<file path="config.mk">
export PLATFORM = sky130hd
export DESIGN_NAME = present_key_sched
export DESIGN_NICKNAME = d
export VERILOG_FILES = /design/src/rtl/present_key_sched_pkg.sv /design/src/rtl/present_key_sched_sbox4.sv /design/src/rtl/present_key_sched.sv
export SDC_FILE = /design/constraint.sdc
export NUM_CORES = 1
export LEC_CHECK = 0
export CAP_MARGIN = 0
export CORE_MARGIN = 2
export CORE_UTILIZATION = 35
export DETAILED_ROUTE_END_ITERATION = 6
export GPL_ROUTABILITY_DRIVEN = 0
export PLACE_DENSITY = 0.71
export RECOVER_POWER = 25
export SYNTH_ARGS = -nofsm -noshare
export SYNTH_HDL_FRONTEND = slang
export SYNTH_SLANG_ARGS = --single-unit
export TNS_END_PERCENT = 20
</file>
<file path="constraint.sdc">
create_clock -name clk -period 6.5 [get_ports clk]
set_clock_uncertainty 0.2 [all_clocks]
set_input_delay 1.3 -clock clk [delete_from_list [all_inputs] [get_ports clk]]
set_output_delay 1.3 -clock clk [all_outputs]
set_load 0.01 [all_outputs]
</file>
<file path="src/rtl/present_key_sched_pkg.sv">
// PRESENT-80 key schedule shared definitions: S-box tables, FSM state type,
// widths and the forward/inverse key-register step functions.
package present_key_sched_pkg;

    localparam int unsigned KEY_W  = 80;
    localparam int unsigned RK_W   = 64;
    localparam int unsigned IDX_W  = 6;
    localparam int unsigned RCON_W = 5;

    // Nibble x of each table holds S(x) / Sinv(x).
    localparam logic [63:0] SBOX_TBL     = 64'h2174_8FE3_DA09_B65C;
    localparam logic [63:0] SBOX_INV_TBL = 64'hA970_364B_D21C_8FE5;

    typedef enum logic [1:0] {
        ST_IDLE,
        ST_PRECOMP,
        ST_EMIT,
        ST_DONE
    } ks_state_t;

    function automatic logic [3:0] sbox_lookup(input logic [3:0] x, input logic inv);
        if (inv)
            sbox_lookup = SBOX_INV_TBL[{x, 2'b00} +: 4];
        else
            sbox_lookup = SBOX_TBL[{x, 2'b00} +: 4];
    endfunction

    // After rotate-left-61 the top nibble comes from bits 18:15 of the old key.
    function automatic logic [3:0] fwd_sbox_in(input logic [KEY_W-1:0] k);
        fwd_sbox_in = k[18:15];
    endfunction

    // The inverse step undoes the S-box before rotating back, so it reads the top nibble.
    function automatic logic [3:0] inv_sbox_in(input logic [KEY_W-1:0] k);
        inv_sbox_in = k[79:76];
    endfunction

    // Forward step: rotate left 61, substitute top nibble (s = S(k[18:15])), xor round counter.
    function automatic logic [KEY_W-1:0] key_step_fwd(input logic [KEY_W-1:0] k,
                                                      input logic [3:0]       s,
                                                      input logic [RCON_W-1:0] rc);
        logic [KEY_W-1:0] t;
        t          = {k[18:0], k[79:19]};
        t[79:76]   = s;
        t[19:15]   = t[19:15] ^ rc;
        key_step_fwd = t;
    endfunction

    // Inverse step: xor counter back out, un-substitute (s = Sinv(k[79:76])), rotate right 61.
    function automatic logic [KEY_W-1:0] key_step_inv(input logic [KEY_W-1:0] k,
                                                      input logic [3:0]       s,
                                                      input logic [RCON_W-1:0] rc);
        logic [KEY_W-1:0] t;
        t          = k;
        t[19:15]   = t[19:15] ^ rc;
        t[79:76]   = s;
        key_step_inv = {t[60:0], t[79:61]};
    endfunction

endpackage

</file>
<file path="src/rtl/present_key_sched_sbox4.sv">
// 4-bit PRESENT S-box with inverse select; one instance serves both step directions.
//   din    : nibble in
//   inv    : 1 = inverse S-box
//   dout_c : substituted nibble (combinational)
module present_sbox4
    import present_key_sched_pkg::*;
(
    input  logic [3:0] din,
    input  logic       inv,
    output logic [3:0] dout_c
);

    assign dout_c = sbox_lookup(din, inv);

endmodule

</file>
<file path="src/rtl/present_key_sched.sv">
// PRESENT-80 round-key generator emitting ROUNDS keys in forward or inverse order
// over a valid/ready handshake.
//   clk, iReset          : clock, synchronous active-high reset
//   key, control, start  : master key, order select (1 = inverse), run request
//   rk_ready             : consumer accepts current key
//   rk, rk_valid, rk_idx : current round key, valid, round number
//   busy, done           : run in progress, one-cycle completion pulse
module present_key_sched
    import present_key_sched_pkg::*;
#(
    parameter int unsigned ROUNDS = 32
) (
    input  logic              clk,
    input  logic              iReset,
    input  logic [KEY_W-1:0]  key,
    input  logic              control,
    input  logic              start,
    input  logic              rk_ready,
    output logic [RK_W-1:0]   rk,
    output logic              rk_valid,
    output logic [IDX_W-1:0]  rk_idx,
    output logic              busy,
    output logic              done
);

    ks_state_t          state;
    logic [KEY_W-1:0]   k_q;
    logic               ctrl_q;

    logic               inv_step_c;
    logic [3:0]         sbox_in_c;
    logic [3:0]         sbox_out_c;
    logic [RCON_W-1:0]  rcon_c;
    logic [KEY_W-1:0]   k_step_c;
    logic               last_c;

    // Step direction: PRECOMP always walks forward; EMIT follows the latched order.
    always_comb begin
        inv_step_c = (state == ST_EMIT) && ctrl_q;
        sbox_in_c  = inv_step_c ? inv_sbox_in(k_q) : fwd_sbox_in(k_q);
        rcon_c     = inv_step_c ? RCON_W'(rk_idx - IDX_W'(1)) : RCON_W'(rk_idx);
        k_step_c   = inv_step_c ? key_step_inv(k_q, sbox_out_c, rcon_c)
                                : key_step_fwd(k_q, sbox_out_c, rcon_c);
        last_c     = ctrl_q ? (rk_idx == IDX_W'(1)) : (rk_idx == IDX_W'(ROUNDS));
    end

    present_sbox4 u_sbox (
        .din    (sbox_in_c),
        .inv    (inv_step_c),
        .dout_c (sbox_out_c)
    );

    // Round key is the top 64 bits of the key register, no output stage.
    assign rk = k_q[KEY_W-1 -: RK_W];

    // Control FSM and key register.
    always_ff @(posedge clk) begin
        if (iReset) begin
            state    <= ST_IDLE;
            k_q      <= '0;
            ctrl_q   <= 1'b0;
            rk_idx   <= '0;
            rk_valid <= 1'b0;
            busy     <= 1'b0;
            done     <= 1'b0;
        end else begin
            case (state)
                ST_IDLE: begin
                    done <= 1'b0;
                    if (start) begin
                        k_q      <= key;
                        ctrl_q   <= control;
                        rk_idx   <= IDX_W'(1);
                        busy     <= 1'b1;
                        rk_valid <= ~control;
                        state    <= control ? ST_PRECOMP : ST_EMIT;
                    end
                end
                ST_PRECOMP: begin
                    // rk_idx doubles as the forward round counter while precomputing.
                    k_q    <= k_step_c;
                    rk_idx <= rk_idx + IDX_W'(1);
                    if (rk_idx == IDX_W'(ROUNDS - 1)) begin
                        rk_valid <= 1'b1;
                        state    <= ST_EMIT;
                    end
                end
                ST_EMIT: begin
                    if (rk_ready) begin
                        if (last_c) begin
                            rk_valid <= 1'b0;
                            done     <= 1'b1;
                            state    <= ST_DONE;
                        end else begin
                            k_q    <= k_step_c;
                            rk_idx <= ctrl_q ? rk_idx - IDX_W'(1) : rk_idx + IDX_W'(1);
                        end
                    end
                end
                ST_DONE: begin
                    done  <= 1'b0;
                    busy  <= 1'b0;
                    state <= ST_IDLE;
                end
                default: begin
                    state <= ST_IDLE;
                end
            endcase
        end
    end

endmodule
</file>
==> results of run 1 <==
-- cell usage in the layout (no fill, tap or decap), drive strengths merged, types with 3 or more instances in the layout --
cell type	count
a221oi	3
xor2	6
ha	9
a21oi	89
xnor2	9
nor2	19
o211ai	79
clkinv	3
nand3b	8
o221ai	4
clkdlybuf4s50	116
nand3	77
a311oi	5
inv	11
buf	7
nand2b	6
a211oi	9
o311ai	3
clkbuf	10
nand2	241
dlygate4sd3	40
nor3	7
o21ai	14
dfxtp	92
-- cells in the mapped netlist, drive strengths merged (3+ instances only) --
cell type / n
clkbuf: 51
nand2b: 6
o211ai: 79
o21ai: 14
nand3b: 8
a21oi: 89
nor3: 7
dfxtp: 92
nor2: 19
xnor2: 9
ha: 9
buf: 92
a221oi: 3
xor2: 6
a311oi: 5
a211oi: 9
o311ai: 3
nand2: 241
inv: 9
o221ai: 4
nand3: 77
-- per-stage QoR --
step | worst slack (ns) | hold WS, ns
4_1_cts | 2.80 | 0.276
5_1_grt | 2.52 | 0.300
3_5_place_dp | 2.47 | 0.266
6_report | 2.70 | 0.276
3_3_place_gp | 2.41 | 0.260
2_1_floorplan | 3.72 | 0.250
-- cell families (layout without fill, tap and decap cells) --
| kind of cell | count (synthesis) | count (layout) |
|---|---|---|
| buf+inv | 153 | 189 |
| xor+xnor | 15 | 15 |
| simple gates | 372 | 372 |
| flops | 92 | 92 |
| fa+ha+maj | 9 | 9 |
| mux | 1 | 1 |
| compound gates | 221 | 221 |
-- layer usage --
layer | share of wire (%) | routed length, um
met3 | 7.7 | 1430
met5 | 0 | 0
met1 | 45 | 8330
met4 | 1.8 | 336
met2 | 45 | 8350
-- worst reg2reg max path, delay by kind of cell, from the launching register on --
| family | cells | cell delay (ns) |
|---|---|---|
| AOI/OAI and AO/OA | 4 | 0.66 |
| adders and majority gates | 2 | 0.88 |
| buffers and inverters | 1 | 0.13 |
| DFF | 1 | 0.34 |
| and+or+nand+nor | 4 | 1.16 |
-- power by group through the flow --
stage / combinational [mW] / sequential, mW / clock, mW
after floorplan: 1.41 / 0.878 / 0
after global placement: 1.71 / 0.991 / 0
after detailed placement: 1.73 / 0.993 / 0
after CTS: 1.74 / 0.982 / 0.607
after global routing: 1.90 / 1.01 / 0.630
final: 1.71 / 0.983 / 0.595
-- path summary, 6_finish.rpt --
path,startpoint,endpoint,slack [ns],cells after the start
max reg2reg,state[0],k_q[15],2.95,11
max,start,rk_idx[0],2.70,7
min reg2reg,k_q[0],k_q[0],0.28,2
min,k_q[0],k_q[0],0.28,2
-- area by class of cell --
cell class,count,share of cell area (%)
clock buffers,10,3.21
clock inverters,6,1.28
inverters,10,0.504
multi-input cells,618,44.9
flip-flops and latches,92,24.7
well taps,220,3.70
repair buffers,163,21.7
-- state kept, by name, indices dropped and copies added, names as in the netlist --
name / count
done: 1
ctrl_q: 1
rk_idx: 6
k_q: 80
rk_valid: 1
busy: 1
state: 2
==> flow_summary.ini, run 1 <==
[floorplan]
die_w_um = 135
rows = 47
start_util_pct = 36.0
io-pin-count = 158
coreArea_sq_mm = 0.0167
die-height_um = 135
die_area_sq_mm = 0.0182

[logic_synthesis]
synth_top_family_by_area = simple AND/OR/NAND/NOR gates
synth_adder_area_share_pct = 1.88
yosysUniqueCellTypes = 50
yosysWarnings = 0
syn_inst = 863
yosys.area_share.simple_pct = 26.6
yosysSeqAreaShare_pct = 30.7
synth_top_cell_by_area = dfxtp_1
synthFlopType = dfxtp_1
synth_compound_area_share_pct = 24.3
synthArstFlopShare_pct = 0
synth_area_leaders = dfxtp_1 31%, nand2_1 15%, o211ai_1 9.9%, buf_4 8.5%, a21oi_1 7.4%
syn_area_sq_mm = 0.00601
yosysTopAreaCellShare_pct = 30.7
synthMuxAreaShare_pct = 0.167
avgSynthCellArea_sq_um = 6.96
synth_edf_count = 0
synth_nets = 957
ys_ff_latch = 92
synth_xor_area_share_pct = 2.19

[worst_setup_path]
worst_path_most_repeated_cell = nand2b_1
crit_type = in -> reg
path_buf_inv = 2
cp.required_ns = 6.56
critPathArrivalTime_ns = 3.86
endpoint_kind = register
critPathMaxFanout = 49
startpoint_type = input pin
cpPeakStageDelay_ns = 0.67
cp_cell_sequence = dlygate4sd3_1 > nand2b_1 > nand2b_1 > a311o_2 > buf_4 > nor2_1 > a211oi_1
crit_slowest_cell = a311o_2
crit_family = buffers and inverters

[power_and_ir_drop]
power.density_mw_per_mm2 = 442
share_clk_of_total_power_pct = 18.1
p_total_mw = 3.29
power.switching_mw = 1.45
power_frac_seq_pct = 29.9
pwr-share-comb_pct = 52.0
p_sw_share_pct = 44.2
internal-power_mw = 1.83
p_leak_nw = 2.54
ir_drop_mv = 0.231

[layout]
syn_to_final_growth_pct = 23.9
drive_gt1_share_pct = 3.67
nFillCells = 1707
fin_nets = 988
final_util_pct = 44.6
multi_input_area_sq_mm = 0.00334
final_cells = 1119
regArea_sq_mm = 0.00184
n_antenna_cell = 0
fin_area_sq_mm = 0.00744

[placement]
io_buffers = 157
post-dp-hpwl_um = 11900
dpl_cell_area_sq_mm = 0.00711
dp_cells = 1103

[grt]
grt_pass1_vias = 5469
gr-usage-met2_pct = 30.4
grt-busiest-layer = met2
gr-usage-all-layers_pct = 19.8
met1_usage_pct = 28.1
grt_overflow_total = 0
antenna_found_initial = 0
grt_max_degree = 97
met3_usage_pct = 3.27
grt_pass1_wl_um = 29000

[outcome]
status = complete, no violations

[sta]
worst_slew_pin_slew_ns = 1.10
period_share_pct = 58.5
drv_slew = 0
finalSetupViolations = 0
rsz0062_at_grt = false
slew_headroom_pct = 26.8
hold_viol = 0
timing.setup.tns_ns = 0
max_freq_mhz = 263
period_needed_ns = 3.80

[cts]
clkLatencyLatePin_ns = 0.35
cts_root_buf = clkbuf_16
path_clk_slew_ns = 0.07
numCtsBuffers = 9
cts_tree = built
cts_hold_buf = 0
clock-sinks = 92
postCtsSetupRepairBufs = 0
htreeDepth = 3
clockBufferDepth = 2
cts_resized = 0

[drt]
vias = 6068
drt_first_pass_iters = 5
postRouteAntennaNets = 0
totalWireLength_um = 18400
post_drt_wl_per_cell_um = 16.5
drc = 0
drt-initial-drc-count = 520
vias_per_cell = 5.42

[job]
cap_viol_max_count = 0

[worst_hold_path]
hold_class = reg -> reg
Note: power is estimated with default switching activity, not from simulation.
==> run 2: changes to the inputs <==
Clock period 6.5 ns to 3.5 ns, I/O delays scaled along.
==> flow_summary.ini, run 2 (synthesis gave the netlist of run 1 again) <==
[drt]
drc = 0
drt-initial-drc-count = 554
vias_per_cell = 5.47
post_drt_wl_per_cell_um = 16.5
drt_first_pass_iters = 7
totalWireLength_um = 18600
vias = 6175
postRouteAntennaNets = 0

[worst_setup_path]
cp-endpoint = k_q[11]
reg2reg_to = k_q[76]
startpoint_type = input pin
r2r_cells = 10
cp.required_ns = 3.57
critical_path_cell_count = 7
path_buf_inv = 2
crit_slowest_cell = dlygate4sd3_1
endpoint_kind = register
critPathMaxFanout = 40
cpPeakStageDelay_ns = 0.58
crit_family = buffers and inverters
worst_path_most_repeated_cell = nand2b_1
setup.worst_path.start = start
reg2reg_slack_ns = 0.87
rr_startpoint = state[0]
crit_type = in -> reg
cp_cell_sequence = dlygate4sd3_1 > nand2b_1 > nand2b_1 > a311oi_4 > buf_4 > o211ai_1 > a21oi_1
critPathArrivalTime_ns = 2.77

[layout]
fin_nets = 997
drive_gt1_share_pct = 4.52
reg.largest.list = k_q x80, rk_idx x6, state x2
multi_input_area_sq_mm = 0.00334
n_antenna_cell = 0
nFillCells = 1742
max_flop_register = k_q
largest_register_ffs = 80
regArea_sq_mm = 0.00184
syn_to_final_growth_pct = 25.4
final_cell_mix = 240 x nand2_1, 116 x clkdlybuf4s50_1, 92 x dfxtp_1
final_cells = 1128
layout_commonest_cell = nand2_1

[grt]
grt_max_degree = 101
grt_pass1_vias = 5525
antenna_found_initial = 0
grt_pass1_wl_um = 29300
grt_overflow_total = 0
gr-usage-all-layers_pct = 19.9
gr-usage-met2_pct = 31.3
met1_usage_pct = 27.8
grt-busiest-layer = met2
met3_usage_pct = 4.05

[sta]
period_needed_ns = 2.70
hold_viol = 0
slew_headroom_pct = 49.4
timing.setup.tns_ns = 0
max_freq_mhz = 370
period_share_pct = 77.2
finalSetupViolations = 0
worst_slew_pin_slew_ns = 0.759
rsz0062_at_grt = false
drv_slew = 0

[cts]
cts_tree = built
cts_resized = 0
cts_root_buf = clkbuf_16
clock-sinks = 92
htreeDepth = 3
cts_hold_buf = 0
clockBufferDepth = 2
postCtsSetupRepairBufs = 0
path_clk_slew_ns = 0.07
numCtsBuffers = 9
clkLatencyLatePin_ns = 0.35

[floorplan]
start_util_pct = 36.0
rows = 47
io-pin-count = 158
die_area_sq_mm = 0.0182
die_w_um = 135
coreArea_sq_mm = 0.0167
die-height_um = 135

[power_and_ir_drop]
power.density_mw_per_mm2 = 822
p_leak_nw = 2.59
ir_drop_mv = 0.417

[placement]
io_buffers = 157
dp_cells = 1112
post-dp-hpwl_um = 12300

[worst_hold_path]
hold_class = reg -> reg

[outcome]
status = complete, no violations

[job]
cap_viol_max_count = 0
==> run 2: cell types whose count changed in the layout (fill, tap and decap cells not counted) <==
cell	change
buf_12	+2
buf_4	+7
clkbuf_1	+1
clkinvlp_4	+1
inv_6	-2
==> run 2: area by class of cell <==
type / instances / area share [%]
multi-input combinational: 618 / 44.4
sequential: 92 / 24.5
timing repair buffer: 172 / 22.7
tap: 220 / 3.66
clock buffer: 11 / 3.22
clock inverter: 5 / 1.13
inverter: 10 / 0.499
==> run 2: layer usage <==
layer  share of wire, %  vias to the layer above
met1                 46                     2921
met4                1.4                        0
li1                   -                     3023
met2                 46                      213
met3                6.5                       18
met5                  0                        -
==> run 2: metrics by stage <==
stage                     util (%)  instance area (sq um)  total power [mW]  hold WS [ns]  setup slack (ns)
after global placement        43.1                   7200              5.10         0.261             0.579
after global routing          45.1                   7530              6.68         0.295             0.640
after floorplan                  -                   6010              4.25         0.250             0.813
after CTS                     45.1                   7530              6.28         0.272             0.851
final                         45.1                   7530              6.18         0.273             0.797
after detailed placement      43.1                   7200              5.16         0.261             0.534
==> run 2: where the power goes <==
part           total (mW)  internal [mW]  switching [mW]  leakage [nW]
Sequential           1.80           1.38           0.426         0.759
Combinational        3.29           1.44            1.85          1.67
Clock                1.09          0.649           0.440         0.156
==> run 2: worst min path at each step <==
stage / cells past startpoint / end / startpoint / slack (ns)
3_5_place_dp: 2 / k_q[13] / k_q[13] / 0.26
5_1_grt: 2 / k_q[14] / k_q[14] / 0.30
4_1_cts: 2 / k_q[13] / k_q[13] / 0.27
6_report: 2 / k_q[13] / k_q[13] / 0.27
2_1_floorplan: 2 / k_q[10] / k_q[10] / 0.25
3_3_place_gp: 2 / k_q[3] / k_q[3] / 0.26
==> run 2: worst reg2reg max path, stage by stage (launching register included) <==
cell and delay (ns):
dfxtp_1 0.39, inv_1 0.11, ha_1 0.26, and2_2 0.25
nand2_1 0.07, o21ai_0 0.09, ha_1 0.35, o21ai_0 0.09
o311ai_0 0.43, o211ai_1 0.16, a21oi_1 0.16
==> run 3: changes to the inputs <==
Settings changed: PLACE_DENSITY 0.71 to 0.73.
Clock period 3.5 ns to 2.35 ns, I/O delays scaled along.
==> flow_summary.ini, run 3 (synthesis gave the netlist of run 1 again) <==
[drt]
post_drt_wl_per_cell_um = 16.3
drt_first_pass_iters = 5
totalWireLength_um = 18900
vias = 6262
drt-initial-drc-count = 431
postRouteAntennaNets = 0
drc = 0
vias_per_cell = 5.41

[worst_setup_path]
path_buf_inv = 1
cp.required_ns = 1.68
crit_slowest_cell = dfxtp_1
rr_startpoint = state[0]
cp_cell_sequence = clkdlybuf4s50_1
crit_family = flip-flops
critPathMaxFanout = 12
reg2reg_to = k_q[17]
r2r_cells = 10
startpoint_type = register
reg2reg_slack_ns = 0.09
endpoint_kind = output pin
crit_type = reg -> out
cpPeakStageDelay_ns = 0.63
critPathArrivalTime_ns = 1.61

[cts]
htreeDepth = 3
path_clk_slew_ns = 0.07
cts_hold_buf = 0
cts_tree = built
clock-sinks = 92
clkLatencyLatePin_ns = 0.35
numCtsBuffers = 9
clockBufferDepth = 2
cts_root_buf = clkbuf_16

[floorplan]
die-height_um = 135
rows = 47
start_util_pct = 36.0
coreArea_sq_mm = 0.0167
die_w_um = 135
io-pin-count = 158
die_area_sq_mm = 0.0182

[layout]
fin_nets = 1028
n_antenna_cell = 0
final_cell_mix = 240 x nand2_1, 118 x clkdlybuf4s50_1, 91 x dfxtp_1
max_flop_register = k_q
final_cells = 1158
syn_to_final_growth_pct = 30.4
largest_register_ffs = 80
reg.largest.list = k_q x80, rk_idx x6, state x2
layout_commonest_cell = nand2_1
drive_gt1_share_pct = 8.00
nFillCells = 1683

[power_and_ir_drop]
p_sw_share_pct = 43.8
p_leak_nw = 2.76
internal-power_mw = 5.29
p_total_mw = 9.41
power_frac_seq_pct = 27.9
pwr-share-comb_pct = 57.9
power.switching_mw = 4.12
ir_drop_mv = 0.526
share_clk_of_total_power_pct = 14.2
power.density_mw_per_mm2 = 1200

[sta]
rsz0062_at_grt = true
max_freq_mhz = 439
slew_headroom_pct = 66.8
timing.setup.tns_ns = 0
drv_slew = 0
finalSetupViolations = 0
period_share_pct = 97.0
period_needed_ns = 2.28
hold_viol = 0
worst_slew_pin_slew_ns = 0.499

[grt]
gr-usage-all-layers_pct = 19.8
antenna_found_initial = 0
grt_pass1_wl_um = 29300
grt_max_degree = 87
grt_pass1_vias = 5643
grt_overflow_total = 0

[job]
cap_viol_max_count = 0

[outcome]
status = complete, no violations

[worst_hold_path]
hold_depth = 2
min_from = k_q[5]
hold_class = reg -> reg
hold-path-endpoint = k_q[5]

[placement]
dp_cells = 1142
io_buffers = 157
post-dp-hpwl_um = 12700
run 3: cell types whose count changed in the layout (fill, tap and decap cells not counted), sizes merged:
| cell | before | now |
|---|---|---|
| bufinv | 2 | 0 |
| clkbuf | 11 | 13 |
| clkdlybuf4s50 | 116 | 118 |
| clkinvlp | 1 | 0 |
| clkinv | 3 | 5 |
| dlygate4sd3 | 40 | 38 |
| buf | 16 | 45 |
run 3: routing by layer:
metal	global-route usage [%]	routed length [um]	vias to the layer above	share of wire, %
li1	-	-	3085	-
met1	27.5	8530	2926	45
met2	30.6	8650	224	46
met5	0	0	-	0
met3	4.17	1330	27	7.0
met4	6.71	343	0	1.8
run 3: area by class of cell:
type                            count  area, sq um  area share (%)
Clock buffer                       11          233            2.97
Multi-Input combinational cell    618         3380            43.2
Tap cell                          220          275            3.51
Clock inverter                      4         27.5           0.351
Sequential cell                    92         1840            23.5
Timing Repair Buffer              203         2040            26.0
Inverter                           10         37.5           0.479
run 3: power groups by stage:
stage / logic, mW / registers, mW / clock network [mW]
finish: 5.45 / 2.62 / 1.34
global route: 6.04 / 2.70 / 1.43
CTS: 5.48 / 2.63 / 1.38
detailed placement: 5.45 / 2.66 / 0
global placement: 5.37 / 2.65 / 0
floorplan: 3.93 / 2.43 / 0
run 3: worst reg2reg max path: stages (launching register included):
cell and delay [ns]:
dfxtp_2 0.34, inv_2 0.10, ha_4 0.19, nand2_2 0.15
nand2_1 0.11, nand2_1 0.09, ha_4 0.29, nand2b_1 0.07
a311oi_2 0.33, o221ai_1 0.17, a21oi_1 0.15
run 3: through the flow:
| step | utilization, % | hold slack, ns | instance area [sq um] | setup WS (ns) |
|---|---|---|---|---|
| finish | 46.9 | 0.275 | 7830 | 0.0713 |
| CTS | 46.6 | 0.274 | 7770 | 0.0377 |
| floorplan | - | 0.250 | 6050 | -0.0226 |
| detailed placement | 45.0 | 0.263 | 7510 | -0.160 |
| global route | 46.9 | 0.293 | 7830 | -0.0343 |
| global placement | 45.0 | 0.258 | 7510 | -0.162 |
run 3: what timing repair did:
item | in CTS | in global routing
resized for setup | 0 | 5
setup endpoints to repair | 0 | 6
buffers inserted | 0 | 0
run 3: how the worst max path moves through the flow:
| stage | startpoint | to | slack (ns) | depth (start not counted) |
|---|---|---|---|---|
| 2_1_floorplan | state[0] | k_q[15] | -0.02 | 14 |
| 3_3_place_gp | start | rk_idx[0] | -0.16 | 7 |
| 3_5_place_dp | start | rk_idx[0] | -0.16 | 7 |
| 4_1_cts | state[0] | k_q[76] | 0.04 | 10 |
| 5_1_grt | state[0] | k_q[17] | -0.03 | 10 |
| 6_report | k_q[79] | rk[63] | 0.07 | 1 |
